**src/rtl/fpu_ctrl_pkg.sv**
```systemverilog
// fpu_ctrl_pkg: shared types for the shared FPU arbiter and its tag pipeline
package fpu_ctrl_pkg;
    typedef enum logic [1:0] {RUN = 2'd0, DRAIN = 2'd1, HALT = 2'd2} state_t;
    typedef logic req_id_t;
    typedef struct packed {
        logic    valid;
        req_id_t id;
    } tag_t;
endpackage

```
**src/rtl/fpu_tag_pipe.sv**
```systemverilog
// fpu_tag_pipe: LATENCY-deep shift of issue tags aligned with the datapath result
module fpu_tag_pipe
    import fpu_ctrl_pkg::*;
#(
    parameter int LATENCY = 3
) (
    input  logic i_clk,
    input  logic i_rst_n,
    input  tag_t i_tag,
    output tag_t o_tag
);
    tag_t stage [LATENCY];
    // shift tags one stage per cycle; reset discards everything in flight
    always_ff @(posedge i_clk or negedge i_rst_n) begin
        if (!i_rst_n) begin
            for (int i = 0; i < LATENCY; i++) stage[i] <= '0;
        end else begin
            stage[0] <= i_tag;
            for (int i = 1; i < LATENCY; i++) stage[i] <= stage[i-1];
        end
    end
    assign o_tag = stage[LATENCY-1];
endmodule

```
**src/rtl/fpu_share_arbiter.sv**
```systemverilog
// fpu_share_arbiter: round-robin sharing of one fixed-latency FPU add/sub between two requesters
module fpu_share_arbiter
    import fpu_ctrl_pkg::*;
#(
    parameter int NUM_OP     = 1,
    parameter int DATA_WIDTH = 32,
    parameter int LATENCY    = 3
) (
    input  logic                          i_clk,
    input  logic                          i_rst_n,
    input  logic [1:0]                    i_req_valid,
    output logic [1:0]                    o_req_ready,
    input  logic [2*DATA_WIDTH-1:0]       i_req_a,
    input  logic [2*DATA_WIDTH-1:0]       i_req_b,
    input  logic [2*NUM_OP-1:0]           i_req_op,
    output logic                          o_fpu_valid,
    output logic [DATA_WIDTH-1:0]         o_fpu_a,
    output logic [DATA_WIDTH-1:0]         o_fpu_b,
    output logic [NUM_OP-1:0]             o_fpu_op,
    input  logic [DATA_WIDTH-1:0]         i_fpu_result,
    input  logic                          i_fpu_overflow,
    output logic [1:0]                    o_rsp_valid,
    output logic [DATA_WIDTH-1:0]         o_rsp_result,
    output logic                          o_rsp_overflow,
    input  logic                          i_drain,
    output logic                          o_idle,
    output logic [$clog2(LATENCY+3)-1:0]  o_inflight
);
    localparam int IW = $clog2(LATENCY+3);
    state_t  state;
    req_id_t rr_ptr;
    req_id_t win;
    req_id_t fpu_id;
    logic [1:0] grant;
    logic hs;
    tag_t tag_in;
    tag_t tag_out;
    // pick the winner: rr_ptr under contention, otherwise the single valid requester
    always_comb begin
        win   = &i_req_valid ? rr_ptr : i_req_valid[1];
        grant = (state == RUN && !i_drain) ? (i_req_valid & (win ? 2'b10 : 2'b01)) : 2'b00;
        hs    = |grant;
    end
    assign o_req_ready = grant;
    assign o_idle      = state == HALT;
    assign tag_in      = {o_fpu_valid, fpu_id};
    // register the granted operation towards the datapath; operands hold when idle
    always_ff @(posedge i_clk or negedge i_rst_n) begin
        if (!i_rst_n) begin
            o_fpu_valid <= 1'b0;
            o_fpu_a     <= '0;
            o_fpu_b     <= '0;
            o_fpu_op    <= '0;
            fpu_id      <= '0;
        end else begin
            o_fpu_valid <= hs;
            if (hs) begin
                o_fpu_a  <= win ? i_req_a[2*DATA_WIDTH-1:DATA_WIDTH] : i_req_a[DATA_WIDTH-1:0];
                o_fpu_b  <= win ? i_req_b[2*DATA_WIDTH-1:DATA_WIDTH] : i_req_b[DATA_WIDTH-1:0];
                o_fpu_op <= win ? i_req_op[2*NUM_OP-1:NUM_OP] : i_req_op[NUM_OP-1:0];
                fpu_id   <= win;
            end
        end
    end
    // hand priority to the loser after every contested grant
    always_ff @(posedge i_clk or negedge i_rst_n) begin
        if (!i_rst_n) rr_ptr <= '0;
        else if (hs && &i_req_valid) rr_ptr <= ~win;
    end
    // run / drain / halt sequencing
    always_ff @(posedge i_clk or negedge i_rst_n) begin
        if (!i_rst_n) state <= RUN;
        else state <= (state == RUN && i_drain) ? DRAIN :
                      (state == DRAIN && o_inflight == '0) ? HALT :
                      (state == HALT && !i_drain) ? RUN : state;
    end
    // count operations between handshake and response
    always_ff @(posedge i_clk or negedge i_rst_n) begin
        if (!i_rst_n) o_inflight <= '0;
        else o_inflight <= o_inflight + IW'(hs) - IW'(|o_rsp_valid);
    end
    fpu_tag_pipe #(.LATENCY(LATENCY)) u_tag_pipe (
        .i_clk   (i_clk),
        .i_rst_n (i_rst_n),
        .i_tag   (tag_in),
        .o_tag   (tag_out)
    );
    // route the datapath result to the requester recorded in the tag
    always_ff @(posedge i_clk or negedge i_rst_n) begin
        if (!i_rst_n) begin
            o_rsp_valid    <= 2'b00;
            o_rsp_result   <= '0;
            o_rsp_overflow <= 1'b0;
        end else begin
            o_rsp_valid <= tag_out.valid ? (tag_out.id ? 2'b10 : 2'b01) : 2'b00;
            if (tag_out.valid) begin
                o_rsp_result   <= i_fpu_result;
                o_rsp_overflow <= i_fpu_overflow;
            end
        end
    end
endmodule

```
**config.mk**
```make
export PLATFORM = sky130hd
export DESIGN_NAME = fpu_share_arbiter
export DESIGN_NICKNAME = d
export VERILOG_FILES = /design/src/rtl/fpu_ctrl_pkg.sv /design/src/rtl/fpu_tag_pipe.sv /design/src/rtl/fpu_share_arbiter.sv
export SDC_FILE = /design/constraint.sdc
export NUM_CORES = 1
export LEC_CHECK = 0
export ABC_AREA = 1
export BUFFER_PORTS_ARGS = -buffer_cell sky130_fd_sc_hd__clkbuf_2
export CORE_UTILIZATION = 46
export CTS_BUF_LIST = sky130_fd_sc_hd__clkbuf_8 sky130_fd_sc_hd__clkbuf_16
export DETAILED_ROUTE_END_ITERATION = 6
export GPL_TIMING_DRIVEN = 0
export PLACE_DENSITY = 0.91
export SYNTH_ARGS = -nofsm -noshare
export SYNTH_HDL_FRONTEND = slang
export SYNTH_SLANG_ARGS = --single-unit
```
**constraint.sdc**
```tcl
create_clock -name i_clk -period 6.25 [get_ports i_clk]
set_clock_uncertainty 0.05 [all_clocks]
set_input_delay 1.25 -clock i_clk [delete_from_list [all_inputs] [get_ports i_clk]]
set_output_delay 1.25 -clock i_clk [all_outputs]
set_load 0.02 [all_outputs]
```
# After elaboration in Yosys (flattened, before gate mapping)
# Cells that the tools add are included.
[totals]
word_cells = 46
out_inout_bits = 107
in_bits = 168
ff_bits = 114
[classes]
n_eq_ne = 2
mux = 11
n_reduce_logical = 12
add_sub_neg = 2
bitwise = 2
[op_table]
columns = ["cell", "n"]
rows = [
  ["$mux 32", 2],
  ["$mux 2", 7],
  ["$logic_and 1x1->1", 5],
  ["$reduce_or 2->1", 2],
  ["$add 3x1->3", 1],
  ["$logic_not 3->1", 1],
  ["$reduce_bool 3->1", 1],
  ["$sub 3x1->3", 1],
  ["$and 2x2->2", 1],
  ["$eq 2x1->1 const B", 1],
  ["$eq 2x2->1 const B", 1],
  ["$logic_not 2->1", 1],
  ["$mux 1", 2],
  ["$reduce_and 2->1", 1],
  ["$logic_not 1->1", 1],
  ["$not 1->1", 1],
]

# Logic depth before layout (Yosys ltp)
# Gate-level depths: netlist of the first run.
[logic_depth]
word_depth = 8
depth_mapped = 12
mapped_depth_nobuf = 11

# Cells and area by module
# From an unflattened synthesis of the first run, not the netlist that was laid out.
[hier_totals]
cells_unflattened = 694
area_unflattened_um2 = 5348.9
[modules_own_cells]
columns = ["module", "cells_each", "seq_area_each_um2", "instances", "area_per_inst_um2"]
rows = [
  ["fpu_share_arbiter", 686, 2702.6, 1, 5183.7],
  ["fpu_tag_pipe", 8, 150.1, 1, 165.2],
]

# Worst setup path before layout of the first run
# Ideal clock, no wire load.
[synth_path]
kind = "input -> output"
from = "input i_drain"
to = "output o_req_ready[0]"
n_path_buf = 2
required_time_ns = 4.950
setup_slack_ns = 2.809
arrival_ns = 2.141
path_stages = 5
path_cell_list = "nor2_2 > nand3_1 > buf_2 > buf_2 > nor2_1"
[synth_via]
elab_chain_len = 3
[synth_lines]
columns = ["item", "line_no", "text"]
rows = [
  ["start, declared", "fpu_share_arbiter.sv:25", "input logic i_drain,"],
  ["$logic_not 1->1", "fpu_share_arbiter.sv:41", "grant = (state == RUN && !i_drain) ? (i_req_valid & (win ? 2'b10 : 2'b01)) : 2'b00;"],
  ["$logic_and 1x1->1", "fpu_share_arbiter.sv:41", ""],
  ["$mux 2", "fpu_share_arbiter.sv:41", ""],
  ["end, declared", "fpu_share_arbiter.sv:12", "output logic [1:0] o_req_ready,"],
]
# No other way between the ends.

# Worst setup path after layout of the first run
# Ends and elaborated chain as after synthesis.

==> key figures, run 1 <==
CTS
  • CTS buffer count: 17
  • H-tree Lvls: 4
  • # hold bufs at CTS: 0
  • Clock root buffer: clkbuf_16
  • Setup bufs post-CTS: 0
  • Clock Latency Late Sink: 0.40 ns
  • Post-CTS resize count: 0
  • CTS sink cnt: 114
  • Clock Pin Slew Worst Setup and Hold Paths: 0.06 ns
  • Max Root-Sink Buffers: 2
  • CTS tree: built

Synth
  • Synth area leader: dfrtp_1
  • Yosys warning total: 0
  • Synthesized area: 5310 um2
  • Sequential area share after synthesis: 0.5372
  • EDFF count, synth: 0
  • Synth Area per Inst: 7.674 um2
  • Netlist cell types: 23
  • Gate Count Post-Synth: 692
  • Yosys reg bits: 114
  • Top cell type's share of synthesized area: 0.5372
  • FFs w/ async S/R, synth: 1.000
  • Most used DFF post-synth: dfrtp_1
  • Post-synth net total: 863
  • Synth area leaders: dfrtp_1 (54%), nand2_1 (26%), nand3_1 (12%)

Power
  • Leak: 4.524 nW
  • Total power: 3.689 mW
  • Max IR drop VDD: 0.0003403 V
  • Pwr/cell area: 494.7 nW/um2

Placement
  • Gpl congestion: 0.7875
  • Place WS: 2.449 ns
  • IO buf count: 274
  • Inst Count DP: 1106
  • Dpl hpwl: 11.77 mm

Detailed routing
  • DRT iter0 DRCs: 389
  • DRC: 0
  • WL final: 16.05 mm
  • Routed Antenna Nets: 0
  • WL/cell: 14.10 um
  • Detailed Routing Iterations Pass 1: 5
  • Via count: 5650
  • DR vias/cell: 4.965

Hold path
  • Hold Crit Class: reg -> reg
  • Worst hold endpoint: u_tag_pipe.o_tag[0]
  • Hold path cells: 0
  • Min-delay src: u_tag_pipe.stage[2]

Setup path
  • Crit end category: output pin
  • Reg-to-Reg End: o_inflight[2]
  • Worst EP required: 4.95 ns
  • Slowest CP cell: buf_2
  • Reg2reg start: state[0]
  • CP Class: in -> out
  • Critical Path Max Stage Delay: 0.28 ns
  • CP startpoint kind: input pin
  • Worst EP arrival: 2.49 ns
  • R2R Setup Slk: 3.71 ns
  • Worst path cell trace: clkbuf_2 > nor2_2 > nand3_1 > buf_2 > buf_2 > nor2_1 > clkbuf_2
  • Critical Path Fanout Max: 10
  • R2R cell count: 11

GRT
  • Largest net degree at the start of global routing: 115
  • First-pass GRT wire length: 24.35 mm
  • Initial antenna violation count: 0
  • Met2 usage: 0.4712
  • GR Layer Usage met3: 0.06046
  • Grt ovf: 0
  • Vias in the first global route: 5100
  • Aggregate global-route resource usage: 0.2686
  • Grt peak-use layer: met2
  • Met1 GRT Util: 0.3223

Floorplan
  • # IOs: 275
  • Die area: 11980 um2
  • Initial Util: 0.4814
  • # rows: 38
  • Die Ht: 109.4 um
  • Die W: 109.4 um
  • Core ar.: 11030 um2

Timing
  • Relative slew margins: 0.3982
  • RSZ-0062 raised after global routing: false
  • Sum Neg Setup Slack: 0 ns
  • Slew Viols, Final: 0
  • Hold Vio Cnt, Final: 0
  • Setup WS post-layout: 2.462 ns
  • Final setup vio count: 0
  • Worst-Margin Slew: 0.9027 ns
  • Final period util: 0.6061
  • Max Clk Rate: 264.0 MHz
  • Minimum clock period after layout: 3.788 ns
  • WHS: 0.2936 ns

Cells and area
  • Nets: 1156
  • Finished Layout Cells: 1138
  • Share of layout cells above drive strength 1: 0.3307
  • Most frequent cells in the layout: nand2_1 (367), clkbuf_2 (273), nand3_1 (132)
  • N_diodes: 0
  • Layout area overhead: 40.46%
  • Commonest non-fill, non-tap cell in the layout: nand2_1

Run status
  • Status: completed

Run
  • Max Cap Viol: 0
-- cells by family (layout without fill, tap and decap cells) --
kind of cell	count (synthesis)	count (layout)	synth area share
AOI/OAI and AO/OA	4	4	0.004476
xor gates and xnor gates	2	2	0.003299
buffers and inverters	61	367	0.05419
adders and majority gates	3	3	0.008482
DFF	114	114	0.5372
and+or+nand+nor	508	508	0.3923
-- synthesized netlist by cell type, drive strengths merged (2+ instances only) --
| library cell | number |
|---|---|
| clkbuf | 25 |
| inv | 11 |
| buf | 24 |
| o21ai | 2 |
| ha | 2 |
| nand3 | 132 |
| nor2 | 5 |
| nand2 | 367 |
| a21oi | 2 |
| dfrtp | 114 |
-- cell type report --
type	instances	area (um2)
buffer	49	242.7
clock buffer	17	425.4
clock inverter	15	167.7
fill	929	3572
inverter	12	45.04
multi-input combinational	517	2170
sequential	114	2853
tap	140	175.2
timing repair buffer	274	1380
-- worst max-delay path, delay by kind of cell --
kind | cells | cell delay (ns)
buffers and inverters | 4 | 0.75
AND/OR/NAND/NOR | 3 | 0.47
-- power by group --
| group | internal, mW | total (mW) | leakage (nW) | switching, mW |
|---|---|---|---|---|
| clock | 0.600 | 0.977 | 0.293 | 0.378 |
| combinational | 0.481 | 1.44 | 2.80 | 0.955 |
| sequential | 1.08 | 1.28 | 1.43 | 0.198 |
| total | 2.16 | 3.69 | 4.52 | 1.53 |
-- registers in the layout, indices dropped and copies added, names as in the netlist --
name and cells:
o_fpu_valid 1, u_tag_pipe.o_tag 2, o_inflight 3, o_fpu_a 32, o_fpu_op 1, u_tag_pipe.stage 4, rr_ptr 1, state 2
o_rsp_result 32, fpu_id 1, o_rsp_valid 2, o_rsp_overflow 1, o_fpu_b 32
-- worst max-delay path by stage --
stage / from / end / slack [ns]
6_report: i_drain / o_req_ready[0] / 2.46
3_3_place_gp: i_rst_n / o_fpu_a[16] / 2.34
2_1_floorplan: i_drain / o_req_ready[0] / 2.81
4_1_cts: i_drain / o_req_ready[0] / 2.44
3_5_place_dp: i_drain / o_req_ready[0] / 2.45
5_1_grt: i_drain / o_req_ready[0] / 2.39
-- per-stage QoR --
stage	area, um2	utilization
after floorplan	5310	-
after global placement	6857	0.6216
after detailed placement	6865	0.6224
after CTS	7458	0.6762
after global routing	7458	0.6762
final	7458	0.6762
-- layer usage --
| layer | vias to the layer above | wire length (um) |
|---|---|---|
| met5 | - | 0 |
| met4 | 0 | 331 |
| met3 | 31 | 1210 |
| met2 | 270 | 8000 |
| met1 | 2572 | 6505 |
| li1 | 2777 | - |
Power figures use the tool's default switching activity.
==> inputs of run 2 (changes only) <==
Settings changed: ABC_AREA 1 to 0, CORE_UTILIZATION 46 to 40, PLACE_DENSITY 0.91 to 0.87.
Clock period 6.25 ns to 3 ns, I/O delays scaled along.
==> run 2 against run 1 <==
Setup slack got worse by 2.2 ns; sequential share of layout area is 3.2 points higher; synthesized area decreased by 11%; die area is 2.5% higher; global-route usage shrank 3.7 points; register-to-register slack got worse by 3.4 ns; core utilization is 7.6 points lower; sequential power rose by 110%; clock power increased by 100%; total power grew 110%; non-clock buffer count fell by 17; cell count fell by 31%; critical endpoint is now o_req_ready[1]; largest cell class unchanged.
==> key figures, run 2 <==
Timing
  • RSZ-0062 raised after global routing: false
  • Sum Neg Setup Slack: 0 ns
  • Setup WS post-layout: 0.2558 ns
  • Worst-Margin Slew: 0.8722 ns
  • WHS: 0.2615 ns
  • Final setup vio count: 0
  • Hold Vio Cnt, Final: 0
  • Relative slew margins: 0.4185
  • Minimum clock period after layout: 2.744 ns
  • Final period util: 0.9147
  • Max Clk Rate: 364.4 MHz
  • Slew Viols, Final: 0

Synth
  • Top cell type's share of synthesized area: 0.6024
  • Most frequent cell after synthesis: dfrtp_1
  • Most used DFF post-synth: dfrtp_1
  • Synth area leader: dfrtp_1
  • Synth top cells by count: dfrtp_1 (114), o221a_2 (65), or3_1 (58)
  • Post-synth net total: 512
  • FFs w/ async S/R, synth: 1.000
  • Yosys warning total: 0
  • EDFF count, synth: 0
  • Synth area leaders: dfrtp_1 (60%), o221a_2 (15%), mux2_2 (7.8%)
  • Synthesized area: 4736 um2
  • Yosys reg bits: 114
  • Netlist cell types: 27
  • Sequential area share after synthesis: 0.6024
  • Gate Count Post-Synth: 341
  • Synth Area per Inst: 13.89 um2

Detailed routing
  • DRT iter0 DRCs: 237
  • WL/cell: 17.44 um
  • DR vias/cell: 5.237
  • WL final: 13.78 mm
  • DRC: 0
  • Via count: 4137
  • Detailed Routing Iterations Pass 1: 4
  • Routed Antenna Nets: 0

Setup path
  • R2R Setup Slk: 0.31 ns
  • Worst EP required: 2.35 ns
  • CP Class: reg -> out
  • Reg-to-Reg End: o_inflight[2]
  • Reg2reg start: state[0]
  • Worst EP arrival: 2.09 ns
  • Critical Path Fanout Max: 10
  • R2R cell count: 10
  • Crit end category: output pin
  • CP startpoint kind: register

Cells and area
  • Largest registers: o_fpu_a (32), o_fpu_b (32), o_rsp_result (32)
  • Finished Layout Cells: 790
  • Nets: 805
  • Share of layout cells above drive strength 1: 0.6584
  • N_diodes: 0
  • Commonest non-fill, non-tap cell in the layout: clkbuf_2
  • Final Cell Area: 6884 um2
  • Most frequent cells in the layout: clkbuf_2 (274), dfrtp_1 (114), o221a_2 (65)
  • Layout area overhead: 45.36%

Power
  • Comb pwr share: 0.384
  • Part of the power in the clock network: 0.256
  • P_sw: 2.836 mW
  • Sequential share of power: 0.360
  • Sw Ratio: 0.3723
  • Max IR drop VDD: 0.0006432 V
  • Internal: 4.781 mW
  • Pwr/cell area: 1107 nW/um2
  • Leak: 3.342 nW

CTS
  • H-tree Lvls: 4
  • Clock root buffer: clkbuf_16
  • CTS tree: built
  • CTS sink cnt: 114
  • Setup bufs post-CTS: 0
  • Max Root-Sink Buffers: 2
  • CTS buffer count: 17
  • Clock Latency Late Sink: 0.40 ns
  • Clock Pin Slew Worst Setup and Hold Paths: 0.05 ns

GRT
  • Grt ovf: 0
  • Aggregate global-route resource usage: 0.2312
  • Largest net degree at the start of global routing: 115
  • First-pass GRT wire length: 22.09 mm
  • Vias in the first global route: 4333
  • Initial antenna violation count: 0

Floorplan
  • Initial Util: 0.4130
  • Die Ht: 110.8 um
  • Die W: 110.8 um
  • Die area: 12280 um2
  • Core ar.: 11470 um2
  • # IOs: 275
  • # rows: 39

Placement
  • IO buf count: 274
  • Dpl hpwl: 10.24 mm
  • Gpl congestion: 0.8118
  • Inst Count DP: 758
  • Place WS: -0.2174 ns
  • Cell Area, Placed: 6295 um2

Hold path
  • Hold Crit Class: in -> async

Run status
  • Status: completed

Run
  • Max Cap Viol: 0
## run 2: changes by cell type after synthesis, moves of 4 or more
cell,before,now
buf_2,11,7
or3_1,0,58
nand3_1,132,2
clkbuf_1,25,20
or3_2,0,7
buf_4,8,0
nand2_1,367,4
o221a_2,0,65
inv_1,11,6
mux2_2,0,33
## run 2: power by group through the flow
stage / Combinational (mW) / Sequential [mW] / Clock (mW)
floorplan: 0.985 / 3.53 / 0
global placement: 2.88 / 2.70 / 0
detailed placement: 2.96 / 2.74 / 0
CTS: 2.95 / 2.74 / 1.98
global route: 3.10 / 2.83 / 2.06
finish: 2.92 / 2.75 / 1.95
## run 2: routing by layer
metal	GRT usage	vias to the layer above	part of all wire
met2	0.4037	203	0.52
li1	-	1899	-
met5	0	-	0
met3	0.06233	14	0.059
met1	0.2730	2021	0.41
met4	0.08178	0	0.015
## run 2: area by class of cell
| class | instances | area, um2 |
|---|---|---|
| fillers | 905 | 4583 |
| multi-input cells | 189 | 1712 |
| repair buffers | 274 | 1380 |
| well taps | 143 | 178.9 |
| plain buffers | 32 | 160.2 |
| clock buffers | 18 | 439.2 |
| flip-flops and latches | 114 | 2853 |
| inverters | 6 | 22.52 |
| clock inverters | 14 | 138.9 |
## run 2: worst max path at each step
stage / end / startpoint / slack (ns) / cells past startpoint
global placement: o_fpu_b[20] / i_rst_n / -0.19 / 1
detailed placement: o_inflight[2] / i_drain / -0.22 / 11
floorplan: o_inflight[2] / i_drain / 0.35 / 10
global route: o_req_ready[1] / state[0] / 0.09 / 6
finish: o_req_ready[1] / state[0] / 0.26 / 6
CTS: o_req_ready[1] / state[0] / -0.02 / 6
## run 2: kinds of logic after synthesis
kind of cell,synth area share
adders and majority gates,0.009511
and+or+nand+nor,0.1062
AOI/OAI and AO/OA,0.1596
buffers and inverters,0.03831
DFF,0.6024
xor gates and xnor gates,0.005549
muxes,0.07847
## run 2: metrics by stage
step           utilization  power [mW]
6_report            0.6003       7.617
5_1_grt             0.6003       7.997
4_1_cts             0.5993       7.675
3_5_place_dp        0.5489       5.692
3_3_place_gp        0.5482       5.575
2_1_floorplan            -       4.512
## run 2: worst max-delay path, cell delays in order (launching register included)
cell      delay [ns]
dfrtp_1         0.43
nor3_2          0.27
nand3_2         0.19
buf_2           0.25
buf_1           0.28
inv_1           0.10
clkbuf_2        0.17
## run 2: what timing repair did
action                                  4_1_cts  5_1_grt
gates resized for setup                       0        4
endpoints found under the setup margin        1        2
hold buffers                                  0        0
==> inputs of run 3 (changes only) <==
Settings changed: CAP_MARGIN from default to 20, GPL_TIMING_DRIVEN 0 to default.
==> run 3 against run 2 <==
Total power rose by 0.82%; first-iteration DRC count rose by 21%; combinational power fell by 2%; largest cell class unchanged; global-route usage fell by 1.8 points; cell count fell by 3.4%; sequential cell count did not move; setup slack improved by 0.069 ns; critical path depth fell by 3; die area did not move; non-clock buffer count fell by 26.
==> key figures, run 3 (synthesis results as in run 2) <==
Detailed routing
  • Routed Antenna Nets: 0
  • DR vias/cell: 5.301
  • Via count: 4045
  • WL/cell: 16.84 um
  • WL final: 12.85 mm
  • DRC: 0
  • Detailed Routing Iterations Pass 1: 4
  • DRT iter0 DRCs: 287

Setup path
  • Start point of the critical path: state[0]
  • R2R Setup Slk: 0.53 ns
  • Slowest CP cell: or4b_4
  • Critical Path Fanout Max: 67
  • CP startpoint kind: register
  • Critical Path Max Stage Delay: 0.79 ns
  • Worst EP required: 2.35 ns
  • Crit end category: output pin
  • CP Class: reg -> out
  • WP buf/inv: 1
  • Critical path's top delay family: simple AND/OR/NAND/NOR gates
  • R2R cell count: 9
  • Worst EP arrival: 2.03 ns
  • Reg2reg start: state[0]
  • Worst path cell trace: or4b_4 > nor2_1 > clkbuf_2
  • Reg-to-Reg End: o_inflight[2]

Power
  • Sequential share of power: 0.359
  • Leak: 3.321 nW
  • Part of the power in the clock network: 0.268
  • P_sw: 2.771 mW
  • Internal: 4.909 mW
  • Pwr/cell area: 1128 nW/um2
  • Total power: 7.680 mW
  • Sw Ratio: 0.3608
  • Comb pwr share: 0.373
  • Max IR drop VDD: 0.0007146 V

Run status
  • Status: completed

CTS
  • CTS sink cnt: 114
  • Post-CTS resize count: 0
  • Clock Pin Slew Worst Setup and Hold Paths: 0.05 ns
  • Max Root-Sink Buffers: 2
  • CTS buffer count: 17
  • CTS tree: built
  • Clock root buffer: clkbuf_16
  • Setup bufs post-CTS: 0
  • H-tree Lvls: 4
  • # hold bufs at CTS: 0
  • Clock Latency Late Sink: 0.39 ns

Timing
  • Final setup vio count: 0
  • Max Clk Rate: 373.7 MHz
  • Worst-Margin Slew: 0.7284 ns
  • RSZ-0062 raised after global routing: false
  • Sum Neg Setup Slack: 0 ns
  • Slew Viols, Final: 0
  • Final period util: 0.8919
  • Minimum clock period after layout: 2.676 ns
  • Relative slew margins: 0.5144
  • Hold Vio Cnt, Final: 0

Floorplan
  • Die area: 12280 um2
  • Die Ht: 110.8 um
  • Die W: 110.8 um
  • Core ar.: 11470 um2
  • Initial Util: 0.4130
  • # IOs: 275
  • # rows: 39

GRT
  • Vias in the first global route: 4165
  • Initial antenna violation count: 0
  • Grt ovf: 0
  • Largest net degree at the start of global routing: 68
  • First-pass GRT wire length: 20.75 mm
  • Aggregate global-route resource usage: 0.2132

Cells and area
  • Layout Utilization: 0.5937
  • Finished Layout Cells: 763
  • Largest registers: o_fpu_a (32), o_fpu_b (32), o_rsp_result (32)
  • N_diodes: 0
  • Most frequent cells in the layout: clkbuf_2 (273), dfrtp_1 (114), o221a_2 (65)
  • Nets: 779
  • Share of layout cells above drive strength 1: 0.6774
  • Commonest non-fill, non-tap cell in the layout: clkbuf_2
  • Layout area overhead: 43.75%

Placement
  • Inst Count DP: 732
  • Dpl hpwl: 9.102 mm
  • IO buf count: 274
  • Gpl congestion: 0.7995

Run
  • Max Cap Viol: 0

Hold path
  • Hold Crit Class: in -> async
-- run 3: worst reg2reg max path, cell delays in order (launching register included) --
cell and delay (ns):
dfrtp_1 0.44, nor3_1 0.41, o21a_2 0.23, inv_1 0.04, ha_1 0.27, inv_1 0.04, ha_1 0.19, fa_1 0.38
xor2_1 0.16, xnor2_1 0.13
-- run 3: per-stage QoR --
step / cell area (um2) / hold slack [ns] / worst slack, ns
after floorplan: 4736 / 0.2544 / 0.3466
after global placement: 6195 / 0.2825 / 0.4843
after detailed placement: 6195 / 0.2871 / 0.3501
after CTS: 6808 / 0.1924 / 0.3082
after global routing: 6808 / 0.2200 / 0.2239
final: 6808 / 0.1757 / 0.3243
-- run 3: worst max path at each step --
stage,to,depth (start not counted)
6_report,o_req_ready[0],3
4_1_cts,o_req_ready[0],3
3_3_place_gp,o_inflight[2],10
5_1_grt,o_req_ready[0],3
2_1_floorplan,o_inflight[2],10
3_5_place_dp,o_inflight[2],10
-- run 3: metal layers --
layer	GRT usage	wire (um)
met5	0	0
met4	0.08889	250
met3	0.06233	860
met2	0.3586	6497
met1	0.2551	5239
-- run 3: final cells by class --
type | instances | area [um2]
Clock inverter | 10 | 132.6
Tap cell | 143 | 178.9
Fill cell | 898 | 4659
Timing Repair Buffer | 280 | 1431
Inverter | 6 | 22.52
Multi-Input combinational cell | 189 | 1709
Clock buffer | 21 | 480.5
Sequential cell | 114 | 2853
-- run 3: power groups by stage --
stage	Combinational [mW]	Sequential, mW	Clock (mW)
global route	3.04	2.85	2.17
detailed placement	2.89	2.75	0
global placement	2.81	2.73	0
finish	2.86	2.76	2.06
CTS	2.90	2.76	2.10
floorplan	0.985	3.53	0
